**config.mk**
```make
export PLATFORM = sky130hd
export DESIGN_NAME = sync_fifo_flags
export DESIGN_NICKNAME = d
export VERILOG_FILES = /design/src/rtl/sync_fifo_flags.sv
export SDC_FILE = /design/constraint.sdc
export NUM_CORES = 1
export LEC_CHECK = 0
export CELL_PAD_IN_SITES_DETAIL_PLACEMENT = 1
export CELL_PAD_IN_SITES_GLOBAL_PLACEMENT = 2
export CORE_UTILIZATION = 45
export DETAILED_ROUTE_END_ITERATION = 16
export HOLD_SLACK_MARGIN = 0.06
export PLACE_DENSITY_LB_ADDON = 0.1
export SYNTH_ARGS = -nofsm -noshare
export SYNTH_HDL_FRONTEND = slang
export SYNTH_SLANG_ARGS = --single-unit
```
**constraint.sdc**
```tcl
create_clock -name clk -period 3.8 [get_ports clk]
set_input_delay 0.57 -clock clk [delete_from_list [all_inputs] [get_ports clk]]
set_output_delay 0.57 -clock clk [all_outputs]
set_load 0.02 [all_outputs]
```
**src/rtl/sync_fifo_flags.sv**
```systemverilog
// sync_fifo_flags: single-clock FIFO with occupancy count, almost-full/almost-empty
// thresholds, optional first-word-fall-through read port and sticky overflow/underflow
// error flags that software clears with err_clr.
module sync_fifo_flags #(
  parameter int DATA_WIDTH = 8,
  parameter int DATA_DEPTH = 16,
  parameter int AF_LEVEL   = 12,
  parameter int AE_LEVEL   = 4,
  parameter bit FWFT       = 1'b0
) (
  input  logic                          clk,
  input  logic                          rst,
  input  logic [DATA_WIDTH-1:0]         data_in,
  input  logic                          wr_en,
  input  logic                          rd_en,
  input  logic                          err_clr,
  output logic [DATA_WIDTH-1:0]         data_out,
  output logic                          empty,
  output logic                          full,
  output logic                          almost_empty,
  output logic                          almost_full,
  output logic [$clog2(DATA_DEPTH):0]   fifo_cnt,
  output logic                          overflow,
  output logic                          underflow
);

  localparam int AW = $clog2(DATA_DEPTH);
  localparam int CW = AW + 1;

  logic [DATA_WIDTH-1:0] mem_r [DATA_DEPTH];
  logic [AW-1:0]         wr_ptr_r;
  logic [AW-1:0]         rd_ptr_r;
  logic [CW-1:0]         cnt_r;
  logic                  overflow_r;
  logic                  underflow_r;

  logic                  full_s;
  logic                  empty_s;
  logic                  wr_acc_s;
  logic                  rd_acc_s;

  // Status flags decode directly from the registered count so they move with it.
  always_comb begin
    empty_s  = (cnt_r == CW'(0));
    full_s   = (cnt_r == CW'(DATA_DEPTH));
    wr_acc_s = wr_en & ~full_s;
    rd_acc_s = rd_en & ~empty_s;
  end

  assign empty        = empty_s;
  assign full         = full_s;
  assign almost_empty = (cnt_r <= CW'(AE_LEVEL));
  assign almost_full  = (cnt_r >= CW'(AF_LEVEL));
  assign fifo_cnt     = cnt_r;
  assign overflow     = overflow_r;
  assign underflow    = underflow_r;

  // Storage array; contents survive reset, but reset still blocks a write on that edge.
  always_ff @(posedge clk) begin
    if (wr_acc_s && !rst) begin
      mem_r[wr_ptr_r] <= data_in;
    end
  end

  // Write/read pointers advance only on accepted accesses; power-of-two depth wraps naturally.
  always_ff @(posedge clk) begin
    if (rst) begin
      wr_ptr_r <= AW'(0);
      rd_ptr_r <= AW'(0);
    end else begin
      if (wr_acc_s) begin
        wr_ptr_r <= wr_ptr_r + AW'(1);
      end
      if (rd_acc_s) begin
        rd_ptr_r <= rd_ptr_r + AW'(1);
      end
    end
  end

  // Occupancy count: simultaneous accepted read and write leave it unchanged.
  always_ff @(posedge clk) begin
    if (rst) begin
      cnt_r <= CW'(0);
    end else begin
      case ({wr_acc_s, rd_acc_s})
        2'b10:   cnt_r <= cnt_r + CW'(1);
        2'b01:   cnt_r <= cnt_r - CW'(1);
        default: cnt_r <= cnt_r;
      endcase
    end
  end

  // Sticky error flags; a new error in the clearing cycle keeps the flag set.
  always_ff @(posedge clk) begin
    if (rst) begin
      overflow_r  <= 1'b0;
      underflow_r <= 1'b0;
    end else begin
      if (wr_en && full_s) begin
        overflow_r <= 1'b1;
      end else if (err_clr) begin
        overflow_r <= 1'b0;
      end else begin
        overflow_r <= overflow_r;
      end
      if (rd_en && empty_s) begin
        underflow_r <= 1'b1;
      end else if (err_clr) begin
        underflow_r <= 1'b0;
      end else begin
        underflow_r <= underflow_r;
      end
    end
  end

  generate
    if (FWFT) begin : g_fwft
      // Head word is presented continuously; a read simply advances past it.
      assign data_out = mem_r[rd_ptr_r];
    end else begin : g_std
      logic [DATA_WIDTH-1:0] dout_r;

      // Registered read data, loaded only on an accepted read and held otherwise.
      always_ff @(posedge clk) begin
        if (rst) begin
          dout_r <= DATA_WIDTH'(0);
        end else if (rd_acc_s) begin
          dout_r <= mem_r[rd_ptr_r];
        end else begin
          dout_r <= dout_r;
        end
      end

      assign data_out = dout_r;
    end
  endgenerate

endmodule

```
==> results.ini, run 1 <==
[yosys]
synthTopCellsByCount = 128 x edfxtp_1, 48 x nor2_1, 24 x mux4_2, 23 x dfxtp_1, 19 x mux2i_1
yosys.area.top_type = edfxtp_1
synthFlopType = edfxtp_1
synth_area_leaders = edfxtp_1 63%, mux4_2 8.9%, dfxtp_1 7.6%
ys_types = 40
yosysMostFrequentCell = edfxtp_1
ys_seq_area_share_pct = 71.0
async_reset_ff_share_pct = 0
synth_area_per_cell_um2 = 16.9
netlist_area_um2 = 6060
synth_edf_count = 128
syn_nets = 382
syn-instance-count = 359
yosys_warnings = 0
ys_seq_elements = 151
synth_top_area_share_pct = 63.4

[worst_setup_path]
crit_required_ps = 4110
cp.buffers_inverters = 1
worst-setup-path-type = register to register
crit_arrival_ps = 3580
worstPathMaxFanout = 16
crit_chain = or4_1 > o21ai_4 > inv_4 > ha_1 > fa_1 > a21o_1 > a21oi_1 > mux2i_1 > mux2_2
critPathMaxStageDelay_ps = 720
cp-end-kind = register
crit_slowest_cell = or4_1
cpLargestDelayFamily = simple AND/OR/NAND/NOR gates
start_kind = register

[finish]
fin_area_um2 = 7220
drive_gt1_share_pct = 17.5
syn2layout_area_growth_pct = 19.1
diodes = 0
fillers = 1201
multiInputGateArea_um2 = 1650
fin_nets = 422
ff_latch_area_um2 = 4310

[detailed_routing]
drt_first_pass_iters = 4
drt_iter0_markers = 175
routed_via_density = 5.47
wl_um = 13200
avgRoutedWirePerCell_um = 22.4
drc = 0
postRouteAntennaNets = 0
via_count = 3219

[global_routing]
grt_max_degree = 26
grt_pass1_wl_um = 20500
overflow = 0
grt_pass1_vias = 3374
antenna_found_initial = 0
grt_use_total_pct = 20.8

[clocking]
cts_tree = built
clockBufferDepth = 2
cts_resized = 0
path_clk_slew_ps = 60
worstSkewPairLatency_ps = 420
cts_root_buf = clkbuf_16
holdBufCountCts = 0
h-tree-depth = 4
post_cts_buffers = 0
cts_num_sinks = 151
cts_made_buffers = 17

[die]
ioPinCount = 32
coreArea_um2 = 13200
dieWidth_um = 118
dieArea_um2 = 13900
fp.dieH_um = 118
rows = 42
initial_core_util_pct = 46.0

[sta]
fmax_ghz = 0.306
fin_skew_ps = 9.04
fin_crit_sh_pct = 86.0
setup_viol = 0
drv_slew = 0
tns_ps = 0
layout_min_cycle_time_ps = 3270
holdWs_ps = 514
worstMarginPinSlew_ps = 839
rsz0062_at_grt = false
slew_headroom_pct = 43.8
fin_ws_ps = 531
finalHoldViolCount = 0

[pwr]
power.leakage_nw = 2.37
power.density_nw_per_um2 = 700
ir_worst_vdd_v = 0.000380

[place]
io_buffers = 31
place_hpwl_um = 8710
place_congestion = 0.775
dpl-instance-area_um2 = 6570
dp_slack_ps = 519

[hold_path]
hold_path.class = register to register

[job]
cap_viol_max_count = 0

[status]
outcome = completed

-- cell usage in the layout, fill, tap and decap left out, types with 2 or more instances in the layout --
master	n
edfxtp_1	128
nor2_1	48
clkdlybuf4s50_1	31
mux4_2	24
dfxtp_1	21
mux2i_1	19
clkbuf_16	17
nand2_1	12
a22oi_1	10
a21oi_1	9
ha_1	9
o22ai_1	8
buf_4	8
xor2_1	6
inv_1	5
a311oi_2	5
bufinv_16	5
nand3b_1	4
nor2b_1	3
a311oi_1	3
xnor2_1	3
o211ai_1	3
clkbuf_1	3
clkbuf_8	3
a21o_1	2
and3_1	2
clkinv_2	2
dfxtp_2	2
-- flip-flops by register name, indices dropped and copies added, names as in the netlist --
| signal | flops |
|---|---|
| data_out | 8 |
| fifo_cnt | 5 |
| mem_r | 128 |
| overflow | 1 |
| rd_ptr_r | 4 |
| underflow | 1 |
| wr_ptr_r | 4 |
-- stage by stage --
step	power, mW	instances	util, %
6_report	5.05	588	54.7
5_1_grt	5.26	588	54.7
4_1_cts	5.10	588	54.7
3_5_place_dp	3.27	556	49.8
3_3_place_gp	3.25	556	49.8
2_1_floorplan	2.85	359	-
-- power by group --
| part | total (mW) | internal [mW] | switching [mW] |
|---|---|---|---|
| Sequential | 2.04 | 1.90 | 0.134 |
| Clock | 1.83 | 1.21 | 0.621 |
| Combinational | 1.18 | 0.556 | 0.626 |
-- worst register-to-register path: stages (launching register included) --
cell and delay [ps]:
dfxtp_1 390, or4_1 720, o21ai_4 270, inv_4 130, ha_1 300, fa_1 430, a21o_1 190, a21oi_1 170
mux2i_1 220, mux2_2 340
-- final cells by class --
cell class	count	area share [%]
Clock buffer	23	6.62
Sequential cell	151	59.7
Tap cell	176	3.05
Inverter	6	0.347
Timing Repair Buffer	39	5.13
Clock inverter	9	2.38
Multi-Input combinational cell	184	22.8
-- final timing paths --
check,startpoint,to,slack [ps],depth (start not counted)
worst max-delay path,fifo_cnt[0],fifo_cnt[4],530,9
worst min-delay path,overflow,overflow,510,2
worst max register to register,fifo_cnt[0],fifo_cnt[4],530,9
worst min register to register,overflow,overflow,510,2
-- cells by family (layout without fill, tap and decap cells) --
group                      count (synthesis)  in the layout  synth area share [%]
adders and majority gates                 10             10                  2.19
xor gates and xnor gates                   9              9                  1.30
buffers and inverters                     24             77                  1.86
and+or+nand+nor                           76             76                  5.47
muxes                                     44             44                  12.2
DFF                                      151            151                  71.0
AOI/OAI and AO/OA                         45             45                  5.94
-- layer usage --
layer  vias to the layer above  wire length, um  GRT usage (%)
met1                      1651             6320           29.3
li1                       1483                -              -
met3                        18              490           4.99
met5                         -                0              0
met4                         0              209           8.49
met2                        67             6140           31.0
Power figures use the tool's default switching activity.
==> run 2, diff against run 1 <==
Settings changed: CORE_UTILIZATION 45 to 37.
==> run 2 against run 1 <==
Die area increased by 21%. Flip-flop and latch count unchanged. Critical path depth unchanged. Fmax decreased by 1.2%. Wire length increased by 5.9%. Clock skew about the same. First-iteration DRC count increased by 27%. Sequential share of layout area decreased by 1.1 points. Critical endpoint unchanged. Largest cell class unchanged. Highest routed layer unchanged.
==> results.ini, run 2 (synthesis gave the netlist of run 1 again) <==
[sta]
finalHoldViolCount = 0  ; unchanged
worstMarginPinSlew_ps = 955  ; +115 ps
fin_skew_ps = 9.01  ; -0.0328 ps
fin_crit_sh_pct = 87.1  ; +1.0 points
tns_ps = 0  ; unchanged
slew_headroom_pct = 36.4  ; -7.5 points
drv_slew = 0  ; unchanged
setup_viol = 0  ; unchanged
rsz0062_at_grt = false
layout_min_cycle_time_ps = 3310  ; +39.4 ps
fmax_ghz = 0.302  ; -1.2%

[clocking]
cts_root_buf = clkbuf_16
h-tree-depth = 4  ; unchanged
post_cts_buffers = 0  ; unchanged
cts_resized = 0  ; unchanged
cts_made_buffers = 17  ; unchanged
holdBufCountCts = 0  ; unchanged
worstSkewPairLatency_ps = 420  ; about the same
cts_num_sinks = 151  ; unchanged
path_clk_slew_ps = 60  ; about the same
cts_tree = built
clockBufferDepth = 2  ; unchanged

[detailed_routing]
routed_via_density = 5.11  ; -6.6%
wl_um = 13900  ; +5.9%
via_count = 3235  ; +0.50%
drt_iter0_markers = 222  ; +27%
postRouteAntennaNets = 0  ; unchanged
drt_first_pass_iters = 4  ; unchanged
drc = 0  ; unchanged
avgRoutedWirePerCell_um = 22.0  ; -1.6%

[finish]
layout_common_cells = 128 x edfxtp_1, 48 x nor2_1, 31 x clkdlybuf4s50_1, 24 x mux4_2, 21 x dfxtp_1
diodes = 0  ; unchanged
fin_nets = 427  ; +1.2%
fillers = 1571  ; +31%
regMostFlops = mem_r
multiInputGateArea_um2 = 1650  ; unchanged
final_common_cell = edfxtp_1
instances_no_fill = 633  ; +7.7%
largest_reg_flops = 128  ; unchanged
ff_latch_area_um2 = 4310  ; unchanged
drive_gt1_share_pct = 18.9  ; +1.5 points
syn2layout_area_growth_pct = 21.4

[global_routing]
grt_max_degree = 31  ; +19%
overflow = 0  ; unchanged
antenna_found_initial = 0  ; unchanged
grt_use_total_pct = 18.2  ; -2.6 points
grt_pass1_wl_um = 21000  ; +2.2%
grt_pass1_vias = 3340  ; -1.0%

[worst_setup_path]
crit_required_ps = 4110  ; about the same
crit_slowest_cell = or4_1
reg2reg_depth = 9  ; unchanged
r2r-end = fifo_cnt[4]
regToRegStartpoint = fifo_cnt[0]
worstPathMaxFanout = 16  ; unchanged
crit_arrival_ps = 3620  ; +40 ps
start_kind = register
reg2reg_setup_slack_ps = 490  ; -40 ps
worst-setup-path-type = register to register
crit_chain = or4_1 > o21ai_4 > inv_4 > ha_1 > fa_1 > a21o_1 > a21oi_1 > mux2i_1 > mux2_2
cp-end-kind = register
critPathMaxStageDelay_ps = 740  ; +20 ps

[place]
place_hpwl_um = 9040  ; +3.8%
place_congestion = 0.732  ; -5.5%
io_buffers = 31  ; unchanged
placedCellCount = 601  ; +8.1%

[job]
cap_viol_max_count = 0  ; unchanged

[status]
outcome = completed

[die]
fp.dieH_um = 130  ; +10%
coreArea_um2 = 15900  ; +21%
ioPinCount = 32  ; unchanged
initial_core_util_pct = 38.0  ; -7.9 points
rows = 46  ; +9.5%
dieWidth_um = 130  ; +10%
dieArea_um2 = 16900  ; +21%

[pwr]
total_power_mw = 5.24  ; +3.7%
power.density_nw_per_um2 = 712  ; +1.7%
ir_worst_vdd_v = 0.000329  ; -14%
power.leakage_nw = 2.42  ; +2.3%

[hold_path]
hold_path.class = register to register
whs_path_depth = 2  ; unchanged
worst_hold_path.endpoint = data_out[6]
hp-start = data_out[6]

[run 2: cell count changes in the layout (fill, tap and decap cells not counted), sizes merged]
cell / delta
bufinv: +2
clkinvlp: -1
buf: +5
clkinv: -1
clkbuf: -2
inv: +2
[run 2: final cells by class]
cell class | count | share of cell area [%]
inverters | 6 | 0.340
multi-input cells | 184 | 22.4
clock inverters | 11 | 3.28
flip-flops and latches | 151 | 58.5
well taps | 216 | 3.67
repair buffers | 44 | 5.54
clock buffers | 21 | 6.26
[run 2: worst max path at each step]
stage / from / endpoint / cells after the start
finish: fifo_cnt[0] / fifo_cnt[4] / 9
global route: fifo_cnt[0] / fifo_cnt[4] / 9
CTS: fifo_cnt[0] / fifo_cnt[4] / 9
detailed placement: fifo_cnt[0] / fifo_cnt[4] / 9
global placement: fifo_cnt[0] / fifo_cnt[4] / 9
floorplan: fifo_cnt[0] / fifo_cnt[4] / 11
[run 2: critical path: cells and delay by family (launching register included)]
family	cells	cell delay (ps)
AND/OR/NAND/NOR	1	740
adder cells (fa/ha/maj)	2	730
multiplexers	2	560
AO/OA/AOI/OAI	3	630
flip-flops	1	390
buffers and inverters	1	140
[run 2: metal layers]
layer / vias up / GRT usage (%) / wire (um)
met5: - / 0 / 0
met4: 0 / 5.61 / 108
met3: 10 / 4.06 / 518
met2: 42 / 28.4 / 6580
met1: 1687 / 25.5 / 6730
li1: 1496 / - / -
[run 2: report_power, final]
part           leakage [nW]  internal [mW]  switching, mW
logic                 0.736          0.561          0.603
registers              1.34           1.90          0.178
clock network         0.342           1.34          0.659
total                  2.42           3.80           1.44
[run 2: metrics by stage]
stage / worst slack (ps) / hold slack [ps] / cell area [um^2] / util, %
after floorplan: 640 / 528 / 6060 / -
after global placement: 564 / 498 / 6660 / 41.7
after detailed placement: 475 / 502 / 6660 / 41.7
after CTS: 469 / 524 / 7360 / 46.1
after global routing: 323 / 545 / 7360 / 46.1
final: 491 / 517 / 7360 / 46.1
